<file path="src/rtl/wb_trap_ctrl_pkg.sv">
// Shared constants and types for the writeback trap/commit sequencer:
// datapath widths, exception cause codes, CSR addresses and FSM states.
package wb_trap_ctrl_pkg;

    localparam int unsigned XLEN     = 32;
    localparam int unsigned PC_WIDTH = 32;

    localparam logic [31:0] CAUSE_IF_MISALIGN = 32'd0;
    localparam logic [31:0] CAUSE_IF_BUS_ERR  = 32'd1;
    localparam logic [31:0] CAUSE_ILGL        = 32'd2;
    localparam logic [31:0] CAUSE_BRK         = 32'd3;
    localparam logic [31:0] CAUSE_ECALL_M     = 32'd11;

    localparam logic [11:0] CSR_MSTATUS = 12'h300;
    localparam logic [11:0] CSR_MEPC    = 12'h341;
    localparam logic [11:0] CSR_MCAUSE  = 12'h342;
    localparam logic [11:0] CSR_MTVAL   = 12'h343;

    localparam int unsigned MSTATUS_MIE_BIT  = 3;
    localparam int unsigned MSTATUS_MPIE_BIT = 7;

    typedef enum logic [1:0] {
        IDLE      = 2'd0,
        TRAP_JUMP = 2'd1,
        MRET_JUMP = 2'd2
    } state_e;

    typedef enum logic {
        MTVAL_ZERO = 1'b0,
        MTVAL_PC   = 1'b1
    } mtval_sel_e;

    // Word-align an address by clearing its two low bits.
    function automatic logic [PC_WIDTH-1:0] word_align(input logic [PC_WIDTH-1:0] addr);
        return {addr[PC_WIDTH-1:2], 2'b00};
    endfunction

endpackage

</file>
<file path="src/rtl/wb_trap_ctrl_if.sv">
// Writeback-stage, CSR-write and pipeline-control signals of the trap sequencer.
// The pipeline side uses master; the sequencer itself uses slave.
interface wb_trap_ctrl_if;
    import wb_trap_ctrl_pkg::*;

    logic                wb_valid_i;
    logic [PC_WIDTH-1:0] wb_pc_i;
    logic                wb_if_excp_misalign_i;
    logic                wb_if_excp_bus_err_i;
    logic                wb_id_excp_ilegl_instr_i;
    logic                wb_id_excp_ecall_i;
    logic                wb_id_excp_ebreak_i;
    logic                wb_id_excp_mret_i;
    logic [XLEN-1:0]     mtvec_i;
    logic                csr_wr_en_i;
    logic [11:0]         csr_wr_addr_i;
    logic [XLEN-1:0]     csr_wr_data_i;

    logic                rf_wr_kill_o;
    logic                flush_o;
    logic                stall_o;
    logic                redirect_en_o;
    logic [PC_WIDTH-1:0] redirect_pc_o;
    logic [PC_WIDTH-1:0] mepc_o;
    logic [XLEN-1:0]     mcause_o;
    logic [XLEN-1:0]     mtval_o;
    logic                mstatus_mie_o;
    logic                mstatus_mpie_o;

    modport slave (
        input  wb_valid_i, wb_pc_i, wb_if_excp_misalign_i, wb_if_excp_bus_err_i,
               wb_id_excp_ilegl_instr_i, wb_id_excp_ecall_i, wb_id_excp_ebreak_i,
               wb_id_excp_mret_i, mtvec_i, csr_wr_en_i, csr_wr_addr_i, csr_wr_data_i,
        output rf_wr_kill_o, flush_o, stall_o, redirect_en_o, redirect_pc_o,
               mepc_o, mcause_o, mtval_o, mstatus_mie_o, mstatus_mpie_o
    );

    modport master (
        output wb_valid_i, wb_pc_i, wb_if_excp_misalign_i, wb_if_excp_bus_err_i,
               wb_id_excp_ilegl_instr_i, wb_id_excp_ecall_i, wb_id_excp_ebreak_i,
               wb_id_excp_mret_i, mtvec_i, csr_wr_en_i, csr_wr_addr_i, csr_wr_data_i,
        input  rf_wr_kill_o, flush_o, stall_o, redirect_en_o, redirect_pc_o,
               mepc_o, mcause_o, mtval_o, mstatus_mie_o, mstatus_mpie_o
    );

endinterface

</file>
<file path="src/rtl/wb_trap_ctrl_trap_prio_enc.sv">
// Fixed-priority encoder over the WB exception flags: picks the single
// highest-priority event and reports its cause code and mtval source.
module trap_prio_enc
    import wb_trap_ctrl_pkg::*;
#(
    parameter int unsigned TRAP_CAUSE_W = 4
) (
    input  logic                    valid_i,
    input  logic                    if_misalign_i,
    input  logic                    if_bus_err_i,
    input  logic                    ilegl_instr_i,
    input  logic                    ecall_i,
    input  logic                    ebreak_i,
    input  logic                    mret_i,
    output logic                    trap_vld_o,
    output logic                    is_mret_o,
    output logic [TRAP_CAUSE_W-1:0] cause_o,
    output mtval_sel_e              mtval_sel_o
);

    // NOTE: every output gets a default before the if-chain so no path
    // leaves a value unassigned, which would otherwise infer a latch.
    always_comb begin
        trap_vld_o  = valid_i & (if_misalign_i | if_bus_err_i | ilegl_instr_i |
                                 ecall_i | ebreak_i | mret_i);
        is_mret_o   = 1'b0;
        cause_o     = '0;
        mtval_sel_o = MTVAL_ZERO;

        if (if_misalign_i) begin
            cause_o     = CAUSE_IF_MISALIGN[TRAP_CAUSE_W-1:0];
            mtval_sel_o = MTVAL_PC;
        end else if (if_bus_err_i) begin
            cause_o     = CAUSE_IF_BUS_ERR[TRAP_CAUSE_W-1:0];
            mtval_sel_o = MTVAL_PC;
        end else if (ilegl_instr_i) begin
            cause_o = CAUSE_ILGL[TRAP_CAUSE_W-1:0];
        end else if (ebreak_i) begin
            cause_o = CAUSE_BRK[TRAP_CAUSE_W-1:0];
        end else if (ecall_i) begin
            cause_o = CAUSE_ECALL_M[TRAP_CAUSE_W-1:0];
        end else if (mret_i) begin
            is_mret_o = 1'b1;
        end
    end

endmodule

</file>
<file path="src/rtl/wb_trap_ctrl.sv">
// Writeback trap/commit sequencer: kills faulting writes, flushes the pipe,
// updates the machine trap CSRs and redirects fetch to mtvec or mepc.
module wb_trap_ctrl
    import wb_trap_ctrl_pkg::*;
#(
    parameter int unsigned TRAP_CAUSE_W = 4
) (
    input  logic           clk,
    input  logic           rst,
    wb_trap_ctrl_if.slave  bus
);

    logic                    trap_vld;
    logic                    is_mret;
    logic [TRAP_CAUSE_W-1:0] trap_cause;
    mtval_sel_e              mtval_sel;

    state_e                  state_q, state_d;
    logic [PC_WIDTH-1:0]     mepc_q, mepc_d;
    logic [TRAP_CAUSE_W-1:0] mcause_q, mcause_d;
    logic [XLEN-1:0]         mtval_q, mtval_d;
    logic                    mie_q, mie_d;
    logic                    mpie_q, mpie_d;
    logic                    redirect_en_q, redirect_en_d;
    logic [PC_WIDTH-1:0]     redirect_pc_q, redirect_pc_d;

    trap_prio_enc #(.TRAP_CAUSE_W(TRAP_CAUSE_W)) u_prio_enc (
        .valid_i       (bus.wb_valid_i),
        .if_misalign_i (bus.wb_if_excp_misalign_i),
        .if_bus_err_i  (bus.wb_if_excp_bus_err_i),
        .ilegl_instr_i (bus.wb_id_excp_ilegl_instr_i),
        .ecall_i       (bus.wb_id_excp_ecall_i),
        .ebreak_i      (bus.wb_id_excp_ebreak_i),
        .mret_i        (bus.wb_id_excp_mret_i),
        .trap_vld_o    (trap_vld),
        .is_mret_o     (is_mret),
        .cause_o       (trap_cause),
        .mtval_sel_o   (mtval_sel)
    );

    always_comb begin
        state_d          = state_q;
        mepc_d           = mepc_q;
        mcause_d         = mcause_q;
        mtval_d          = mtval_q;
        mie_d            = mie_q;
        mpie_d           = mpie_q;
        redirect_en_d    = 1'b0;
        redirect_pc_d    = redirect_pc_q;
        bus.rf_wr_kill_o = 1'b0;
        bus.flush_o      = 1'b0;
        bus.stall_o      = 1'b0;

        unique case (state_q)
            IDLE: begin
                if (trap_vld) begin
                    bus.rf_wr_kill_o = 1'b1;
                    bus.flush_o      = 1'b1;
                    bus.stall_o      = 1'b1;
                    redirect_en_d    = 1'b1;
                    if (is_mret) begin
                        // mepc as committed before this cycle is the return target.
                        redirect_pc_d = mepc_q;
                        mie_d         = mpie_q;
                        mpie_d        = 1'b1;
                        state_d       = MRET_JUMP;
                    end else begin
                        redirect_pc_d = word_align(bus.mtvec_i[PC_WIDTH-1:0]);
                        mepc_d        = word_align(bus.wb_pc_i);
                        mcause_d      = trap_cause;
                        mtval_d       = (mtval_sel == MTVAL_PC) ? XLEN'(bus.wb_pc_i) : '0;
                        mpie_d        = mie_q;
                        mie_d         = 1'b0;
                        state_d       = TRAP_JUMP;
                    end
                end else if (bus.csr_wr_en_i) begin
                    // A triggering trap above takes precedence; the write is then dropped.
                    unique case (bus.csr_wr_addr_i)
                        CSR_MSTATUS: begin
                            mie_d  = bus.csr_wr_data_i[MSTATUS_MIE_BIT];
                            mpie_d = bus.csr_wr_data_i[MSTATUS_MPIE_BIT];
                        end
                        CSR_MEPC:   mepc_d   = word_align(bus.csr_wr_data_i[PC_WIDTH-1:0]);
                        CSR_MCAUSE: mcause_d = bus.csr_wr_data_i[TRAP_CAUSE_W-1:0];
                        CSR_MTVAL:  mtval_d  = bus.csr_wr_data_i;
                        default: ;
                    endcase
                end
            end
            TRAP_JUMP, MRET_JUMP: begin
                bus.flush_o = 1'b1;
                bus.stall_o = 1'b1;
                state_d     = IDLE;
            end
            default: state_d = IDLE;
        endcase
    end

    // NOTE: state is updated with non-blocking assignments so every flop
    // samples the pre-edge value of its neighbours, matching real hardware.
    always_ff @(posedge clk) begin
        if (rst) begin
            state_q       <= IDLE;
            mepc_q        <= '0;
            mcause_q      <= '0;
            mtval_q       <= '0;
            mie_q         <= 1'b0;
            mpie_q        <= 1'b0;
            redirect_en_q <= 1'b0;
            redirect_pc_q <= '0;
        end else begin
            state_q       <= state_d;
            mepc_q        <= mepc_d;
            mcause_q      <= mcause_d;
            mtval_q       <= mtval_d;
            mie_q         <= mie_d;
            mpie_q        <= mpie_d;
            redirect_en_q <= redirect_en_d;
            redirect_pc_q <= redirect_pc_d;
        end
    end

    // A reset landing in the jump cycle must not let the redirect escape.
    assign bus.redirect_en_o  = redirect_en_q & ~rst;
    assign bus.redirect_pc_o  = redirect_pc_q;
    assign bus.mepc_o         = mepc_q;
    assign bus.mcause_o       = {{(XLEN-TRAP_CAUSE_W){1'b0}}, mcause_q};
    assign bus.mtval_o        = mtval_q;
    assign bus.mstatus_mie_o  = mie_q;
    assign bus.mstatus_mpie_o = mpie_q;

endmodule

</file>
<file path="src/flat_wrapper.sv">
// flat-port wrapper written by rule: the top's interface ports become plain ports
module wb_trap_ctrl_flat import wb_trap_ctrl_pkg::*;
#(
    parameter int unsigned TRAP_CAUSE_W = 4
)
  (clk, rst, bus_wb_valid_i, bus_wb_pc_i, bus_wb_if_excp_misalign_i, bus_wb_if_excp_bus_err_i, bus_wb_id_excp_ilegl_instr_i, bus_wb_id_excp_ecall_i, bus_wb_id_excp_ebreak_i, bus_wb_id_excp_mret_i, bus_mtvec_i, bus_csr_wr_en_i, bus_csr_wr_addr_i, bus_csr_wr_data_i, bus_rf_wr_kill_o, bus_flush_o, bus_stall_o, bus_redirect_en_o, bus_redirect_pc_o, bus_mepc_o, bus_mcause_o, bus_mtval_o, bus_mstatus_mie_o, bus_mstatus_mpie_o);
  wb_trap_ctrl_if bus_i ();
  input  logic clk;
  input  logic rst;
  input wire logic [$bits(bus_i.wb_valid_i)-1:0] bus_wb_valid_i;
  input wire logic [$bits(bus_i.wb_pc_i)-1:0] bus_wb_pc_i;
  input wire logic [$bits(bus_i.wb_if_excp_misalign_i)-1:0] bus_wb_if_excp_misalign_i;
  input wire logic [$bits(bus_i.wb_if_excp_bus_err_i)-1:0] bus_wb_if_excp_bus_err_i;
  input wire logic [$bits(bus_i.wb_id_excp_ilegl_instr_i)-1:0] bus_wb_id_excp_ilegl_instr_i;
  input wire logic [$bits(bus_i.wb_id_excp_ecall_i)-1:0] bus_wb_id_excp_ecall_i;
  input wire logic [$bits(bus_i.wb_id_excp_ebreak_i)-1:0] bus_wb_id_excp_ebreak_i;
  input wire logic [$bits(bus_i.wb_id_excp_mret_i)-1:0] bus_wb_id_excp_mret_i;
  input wire logic [$bits(bus_i.mtvec_i)-1:0] bus_mtvec_i;
  input wire logic [$bits(bus_i.csr_wr_en_i)-1:0] bus_csr_wr_en_i;
  input wire logic [$bits(bus_i.csr_wr_addr_i)-1:0] bus_csr_wr_addr_i;
  input wire logic [$bits(bus_i.csr_wr_data_i)-1:0] bus_csr_wr_data_i;
  output wire logic [$bits(bus_i.rf_wr_kill_o)-1:0] bus_rf_wr_kill_o;
  output wire logic [$bits(bus_i.flush_o)-1:0] bus_flush_o;
  output wire logic [$bits(bus_i.stall_o)-1:0] bus_stall_o;
  output wire logic [$bits(bus_i.redirect_en_o)-1:0] bus_redirect_en_o;
  output wire logic [$bits(bus_i.redirect_pc_o)-1:0] bus_redirect_pc_o;
  output wire logic [$bits(bus_i.mepc_o)-1:0] bus_mepc_o;
  output wire logic [$bits(bus_i.mcause_o)-1:0] bus_mcause_o;
  output wire logic [$bits(bus_i.mtval_o)-1:0] bus_mtval_o;
  output wire logic [$bits(bus_i.mstatus_mie_o)-1:0] bus_mstatus_mie_o;
  output wire logic [$bits(bus_i.mstatus_mpie_o)-1:0] bus_mstatus_mpie_o;
  assign bus_i.wb_valid_i = bus_wb_valid_i;
  assign bus_i.wb_pc_i = bus_wb_pc_i;
  assign bus_i.wb_if_excp_misalign_i = bus_wb_if_excp_misalign_i;
  assign bus_i.wb_if_excp_bus_err_i = bus_wb_if_excp_bus_err_i;
  assign bus_i.wb_id_excp_ilegl_instr_i = bus_wb_id_excp_ilegl_instr_i;
  assign bus_i.wb_id_excp_ecall_i = bus_wb_id_excp_ecall_i;
  assign bus_i.wb_id_excp_ebreak_i = bus_wb_id_excp_ebreak_i;
  assign bus_i.wb_id_excp_mret_i = bus_wb_id_excp_mret_i;
  assign bus_i.mtvec_i = bus_mtvec_i;
  assign bus_i.csr_wr_en_i = bus_csr_wr_en_i;
  assign bus_i.csr_wr_addr_i = bus_csr_wr_addr_i;
  assign bus_i.csr_wr_data_i = bus_csr_wr_data_i;
  assign bus_rf_wr_kill_o = bus_i.rf_wr_kill_o;
  assign bus_flush_o = bus_i.flush_o;
  assign bus_stall_o = bus_i.stall_o;
  assign bus_redirect_en_o = bus_i.redirect_en_o;
  assign bus_redirect_pc_o = bus_i.redirect_pc_o;
  assign bus_mepc_o = bus_i.mepc_o;
  assign bus_mcause_o = bus_i.mcause_o;
  assign bus_mtval_o = bus_i.mtval_o;
  assign bus_mstatus_mie_o = bus_i.mstatus_mie_o;
  assign bus_mstatus_mpie_o = bus_i.mstatus_mpie_o;
  wb_trap_ctrl #(.TRAP_CAUSE_W(TRAP_CAUSE_W)) u_core (.clk(clk), .rst(rst), .bus(bus_i));
endmodule
</file>
<file path="config.mk">
export PLATFORM = sky130hd
export DESIGN_NAME = wb_trap_ctrl_flat
export DESIGN_NICKNAME = d
export VERILOG_FILES = /design/src/rtl/wb_trap_ctrl_pkg.sv /design/src/rtl/wb_trap_ctrl_if.sv /design/src/rtl/wb_trap_ctrl_trap_prio_enc.sv /design/src/rtl/wb_trap_ctrl.sv /design/src/flat_wrapper.sv
export SDC_FILE = /design/constraint.sdc
export NUM_CORES = 1
export LEC_CHECK = 0
export ABC_AREA = 1
export BUFFER_PORTS_ARGS = -buffer_cell sky130_fd_sc_hd__buf_4
export CORE_UTILIZATION = 25
export DETAILED_ROUTE_END_ITERATION = 10
export PLACE_DENSITY_LB_ADDON = 0.12
export SYNTH_ARGS = -nofsm -noshare
export SYNTH_HDL_FRONTEND = slang
export SYNTH_SLANG_ARGS = --single-unit
</file>
<file path="constraint.sdc">
create_clock -name clk -period 4.4 [get_ports clk]
set_clock_uncertainty 0.1 [all_clocks]
set_input_delay 0.44 -clock clk [delete_from_list [all_inputs] [get_ports clk]]
set_output_delay 0.44 -clock clk [all_outputs]
set_load 0.01 [all_outputs]
</file>
== Word-level counts from Yosys, hierarchy flattened ==
Index checks and enable logic that the tools add are counted.
Operators by class
  reduce and logical (&&, ||, !) cells: 13
  mux-type cells: 39
  equal/unequal tests: 7
  bitwise logic cells: 9
Operators by type and width (count)
  $mux W32: 10
  $eq A12 B10 Y1 const B: 4
  $mux W4: 9
  $mux W1: 18
  $reduce_and A4 Y1: 3
  $reduce_bool A2 Y1: 5
  $or A1 B1 Y1: 5
  $reduce_or A2 Y1: 2
  $reduce_and A3 Y1: 1
  $and A1 B1 Y1: 2
  $eq A2 B1 Y1 const B: 1
  $eq A2 B2 Y1 const B: 1
  $logic_not A2 Y1: 1
  $mux W2: 1
  $ne A2 B2 Y1 const B: 1
  $not A1 Y1: 2
  $pmux W1 S2: 1
  $reduce_and A2 Y1: 1
Storage, ports and cells
  logic and storage cells: 76
  register bits: 105
  bits of input ports: 118
  output and inout port bits: 134

== Depth between registers and ports, before layout ==
  depth in word-level cells: 8
  gate-level depth with buffers: 11

== Modules after synthesis ==
A second synthesis with hierarchy kept.
Second synthesis, totals
  cell total of the unflattened synthesis: 843
  area total of the unflattened synthesis: 5549.1 um^2
Modules (own cells, without submodules)
  wb_trap_ctrl: cells an instance 824, times used 1, area an instance 5450.2 um^2, sequential area each 2021.9 um^2
  trap_prio_enc: cells an instance 19, times used 1, area an instance 98.8 um^2, sequential area each 0.0 um^2

== Worst setup path after synthesis ==
No wires, ideal clock.
  path kind: input to output
  from: input port bus_wb_id_excp_ebreak_i
  to: output port bus_stall_o
  data required time: 3860 ps
  cell stages on the path: 6
  path slack: 2231 ps
  arrival time: 1629 ps
  cells stage by stage: nor2_2 > nand4_4 > nand3_2 > buf_1 > a21oi_1 > buf_4
Between the ends
  cells in the longest elaborated chain, start to end: 5
Ends and longest elaborated chain
  from (decl): line flat_wrapper.sv:16  | input wire logic [$bits(bus_i.wb_id_excp_ebreak_i)-1:0] bus_wb_id_excp_ebreak_i;
  $or A1 B1 Y1 (2 in a row): line wb_trap_ctrl_trap_prio_enc.sv:25  | ecall_i | ebreak_i | mret_i);
  $and A1 B1 Y1: line wb_trap_ctrl_trap_prio_enc.sv:24  | trap_vld_o = valid_i & (if_misalign_i | if_bus_err_i | ilegl_instr_i |
  $mux W1
  $pmux W1 S2
  to (decl): line flat_wrapper.sv:24  | output wire logic [$bits(bus_i.stall_o)-1:0] bus_stall_o;
Every way passes these cells.

== Worst setup path in the final report ==
  from: register u_core.state_q[0]
  to: output port bus_rf_wr_kill_o
Between the ends
  cells in the longest elaborated chain, start to end: 2
Ends and longest elaborated chain
  from (decl): line wb_trap_ctrl.sv:18  | state_e state_q, state_d;
  from (signal assigned): line wb_trap_ctrl.sv:112  | state_q <= state_d;
  $logic_not A2 Y1: line wb_trap_ctrl.sv:54  | unique case (state_q)
  $mux W1: line wb_trap_ctrl.sv:54
  to (decl): line flat_wrapper.sv:22  | output wire logic [$bits(bus_i.rf_wr_kill_o)-1:0] bus_rf_wr_kill_o;
Every way passes these cells.

==> summary.txt <==
Global route
  – Number of global-route vias before repair: ~5.1k
  – Grt total ovfl: 0
  – Antenna violations before repair: 0
  – First-pass GRT wire length: 28.97 mm
  – GRT Util Overall: 16.77%
  – Largest net degree at the start of global routing: 65

Floorplan
  – Initial Util: between 20 and 30%
  – # IOs: roughly 250
  – Die Ht: ~150 um
  – Die footprint: between 20000 and 25000 um^2
  – # rows: 54
  – Chip Width: approximately 150 um
  – Core area: between 20000 and 25000 um^2

Routing
  – WL final: 18.98 mm
  – Vias per std cell: around 4.1
  – DRC Markers: 0
  – 1st-iter DRT viols: 257
  – Vias: around 5.7k
  – DR pass1 iterations: 5
  – Antenna viol nets, final: 0
  – Wire length per cell: 13.68 um

STA
  – Setup Viol. Count Final: 0
  – Clock period minus worst slack: between 2 and 3 ns
  – Final Max Slew Viols: 0
  – Slew margin rel.: 37.01%
  – Part of the cycle the worst path needs: 64.60%
  – Hold violation count in the final report: 0
  – Setup TNS: 0 ns
  – Worst Tran Pin Value: between 0.9 and 1 ns
  – Maximum clock rate: about 0.35 GHz
  – Crit path setup slack, layout: ~1.6 ns
  – RSZ-0062 raised after global routing: no

Outcome
  – Status: finished clean

Logic synthesis
  – Average size of a mapped cell: 6.036 um^2
  – Largest family of logic cells by synthesized area: simple AND/OR/NAND/NOR gates
  – Mapped Cells: between 900 and 1k
  – Seq/Total Area, Yosys: a little over a third
  – YS warnings: 0
  – Post-synthesis adder-cell area fraction: less than 1%
  – Post-synthesis mux area share: 0%
  – Post-Synth Simple-Gate Area: a little under two fifths
  – Flops & latches, synth: 101
  – XOR/XNOR Fraction of Synth Area: 0%
  – Complex-gate fraction of the synthesized area: just over 9%
  – Synth unique cells: 26
  – Synthesized area: around 5500 um^2

Clocking
  – # hold bufs at CTS: 0
  – Clock buffers created by TritonCTS: 9
  – Clk root buf: clkbuf_16
  – CTS tree: done
  – Clk Latency, worst-skew pair: 0.35 ns
  – Clk buf depth: 2
  – Reg clk slew, reported paths: 0.08 ns
  – H-tree depth: 3
  – Setup Buffers After CTS: 0
  – Clock Sinks: 101
  – Resized Gates After CTS: 0

Pwr
  – Design Power: between 0.002 and 0.0025 W
  – PwrDens: between 300 and 400 nW/um^2
  – Max VDD drop: between 0.00015 and 0.0002 V
  – Leak pwr: between 4 and 5 nW

Placement
  – Placement Setup Slack: 1.343 ns
  – Port bufs: 217
  – Placer Congestion: between 0.7 and 0.8
  – Post-DP HPWL: ~14 mm

Setup path
  – WP data arrival: around 2.3 ns
  – Critical Path RT: 3.86 ns
  – Kind of critical path: reg -> out
  – Crit end category: output pin
  – Setup crit start kind: register
  – Crit Path Max Fanout: 31

Hold path
  – Hold Path Class: in -> reg

Finish
  – Final core utilization: between 30% and 40%
  – ANT cells: 0
  – Share of cells above drive strength 1: a little under a quarter
  – Layout area overhead: 35.19%
  – Final net count: about 1.2k

Flow run
  – Max Cap Viol: 0
==> path summary, 6_finish.rpt <==
path	slack, ns	cells past startpoint	startpoint	to
max reg2reg	1.86	9	u_core.state_q[0]	u_core.bus.mepc_o[12]
min reg2reg	0.39	2	u_core.state_q[1]	u_core.state_q[1]
max	1.56	5	u_core.state_q[0]	bus_rf_wr_kill_o
min	0.31	5	bus_mtvec_i[16]	u_core.bus.redirect_pc_o[16]
==> cell usage in the layout (no fill, tap or decap), types with 2 or more instances in the layout <==
cell / n
nand2_1: 294
buf_4: 224
nor2_1: 210
dfxtp_1: 101
o21ai_0: 97
inv_1: 94
conb_1: 32
nand3_1: 17
clkbuf_16: 9
a21oi_1: 3
nor2_2: 2
nand4_4: 2
nand3_2: 2
clkinv_1: 2
nor3_1: 2
ha_1: 2
clkinv_4: 2
inv_8: 2
clkinvlp_4: 2
==> cells in the mapped netlist, drive strengths merged <==
library cell	number	area, um^2
nand3	20	122.6
clkinv	2	7.510
conb	1	3.750
o21ai	97	485.5
nand4	3	48.80
a211oi	1	7.510
nand2	296	1121
inv	96	360.3
dfxtp	101	2022
ha	2	25.02
nor2	213	812.0
nor3	2	10.01
a21oi	3	15.01
clkbuf	17	63.81
buf	62	424.2
==> state kept, by name, indices dropped and copies added (netlist names) <==
signal and flops:
u_core.redirect_en_q 1, u_core.mcause_q 4, u_core.state_q 2, u_core.bus.mtval_o 32
u_core.bus.mstatus_mpie_o 1, u_core.bus.mstatus_mie_o 1, u_core.bus.mepc_o 30, u_core.bus.redirect_pc_o 30
==> report_power, final <==
| group | leakage (nW) | total (W) | internal (W) | switching, W |
|---|---|---|---|---|
| sequential | 0.836 | 0.00104 | 0.000996 | 0.0000396 |
| combinational | 3.17 | 0.000620 | 0.000268 | 0.000353 |
| clock | 0.133 | 0.000780 | 0.000395 | 0.000386 |
==> cells by family (layout without fill, tap and decap cells) <==
group | after synthesis | count (layout)
AO/OA/AOI/OAI | 101 | 101
buffers and inverters | 177 | 338
other | 1 | 32
flip-flops | 101 | 101
AND/OR/NAND/NOR | 534 | 534
adder cells (fa/ha/maj) | 2 | 2
==> routing by layer <==
| metal | part of all wire (%) | wire, um | global-route usage [%] |
|---|---|---|---|
| met5 | 0 | 0 | 0 |
| met4 | 1.1 | 211 | 3.800 |
| met3 | 7.4 | 1413 | 5.273 |
| met2 | 42 | 8028 | 24.29 |
| met1 | 49 | 9327 | 23.91 |
==> final cells by class <==
| cell class | count | area [um^2] |
|---|---|---|
| inverter | 98 | 369.1 |
| fill | 2425 | 14280 |
| clock inverter | 6 | 55.05 |
| sequential | 101 | 2022 |
| clock buffer | 10 | 229.0 |
| multi-input combinational | 669 | 2768 |
| timing repair buffer | 224 | 1682 |
| tap | 280 | 350.3 |
==> metrics by stage <==
stage / instance area, um^2 / cells / hold WS, ns
floorplan: 5645 / 947 / 0.3557
global placement: 7191 / 1372 / 0.3712
detailed placement: 7191 / 1372 / 0.3763
CTS: 7475 / 1388 / 0.2958
global route: 7475 / 1388 / 0.3042
finish: 7475 / 1388 / 0.3124
==> critical path, cell delays in order, from the launching register on <==
cell     delay, ns
dfxtp_1       0.31
inv_1         0.07
ha_1          0.21
nand3_2       0.29
inv_1         0.80
buf_4         0.25
Note: power is estimated with default switching activity, not from simulation.
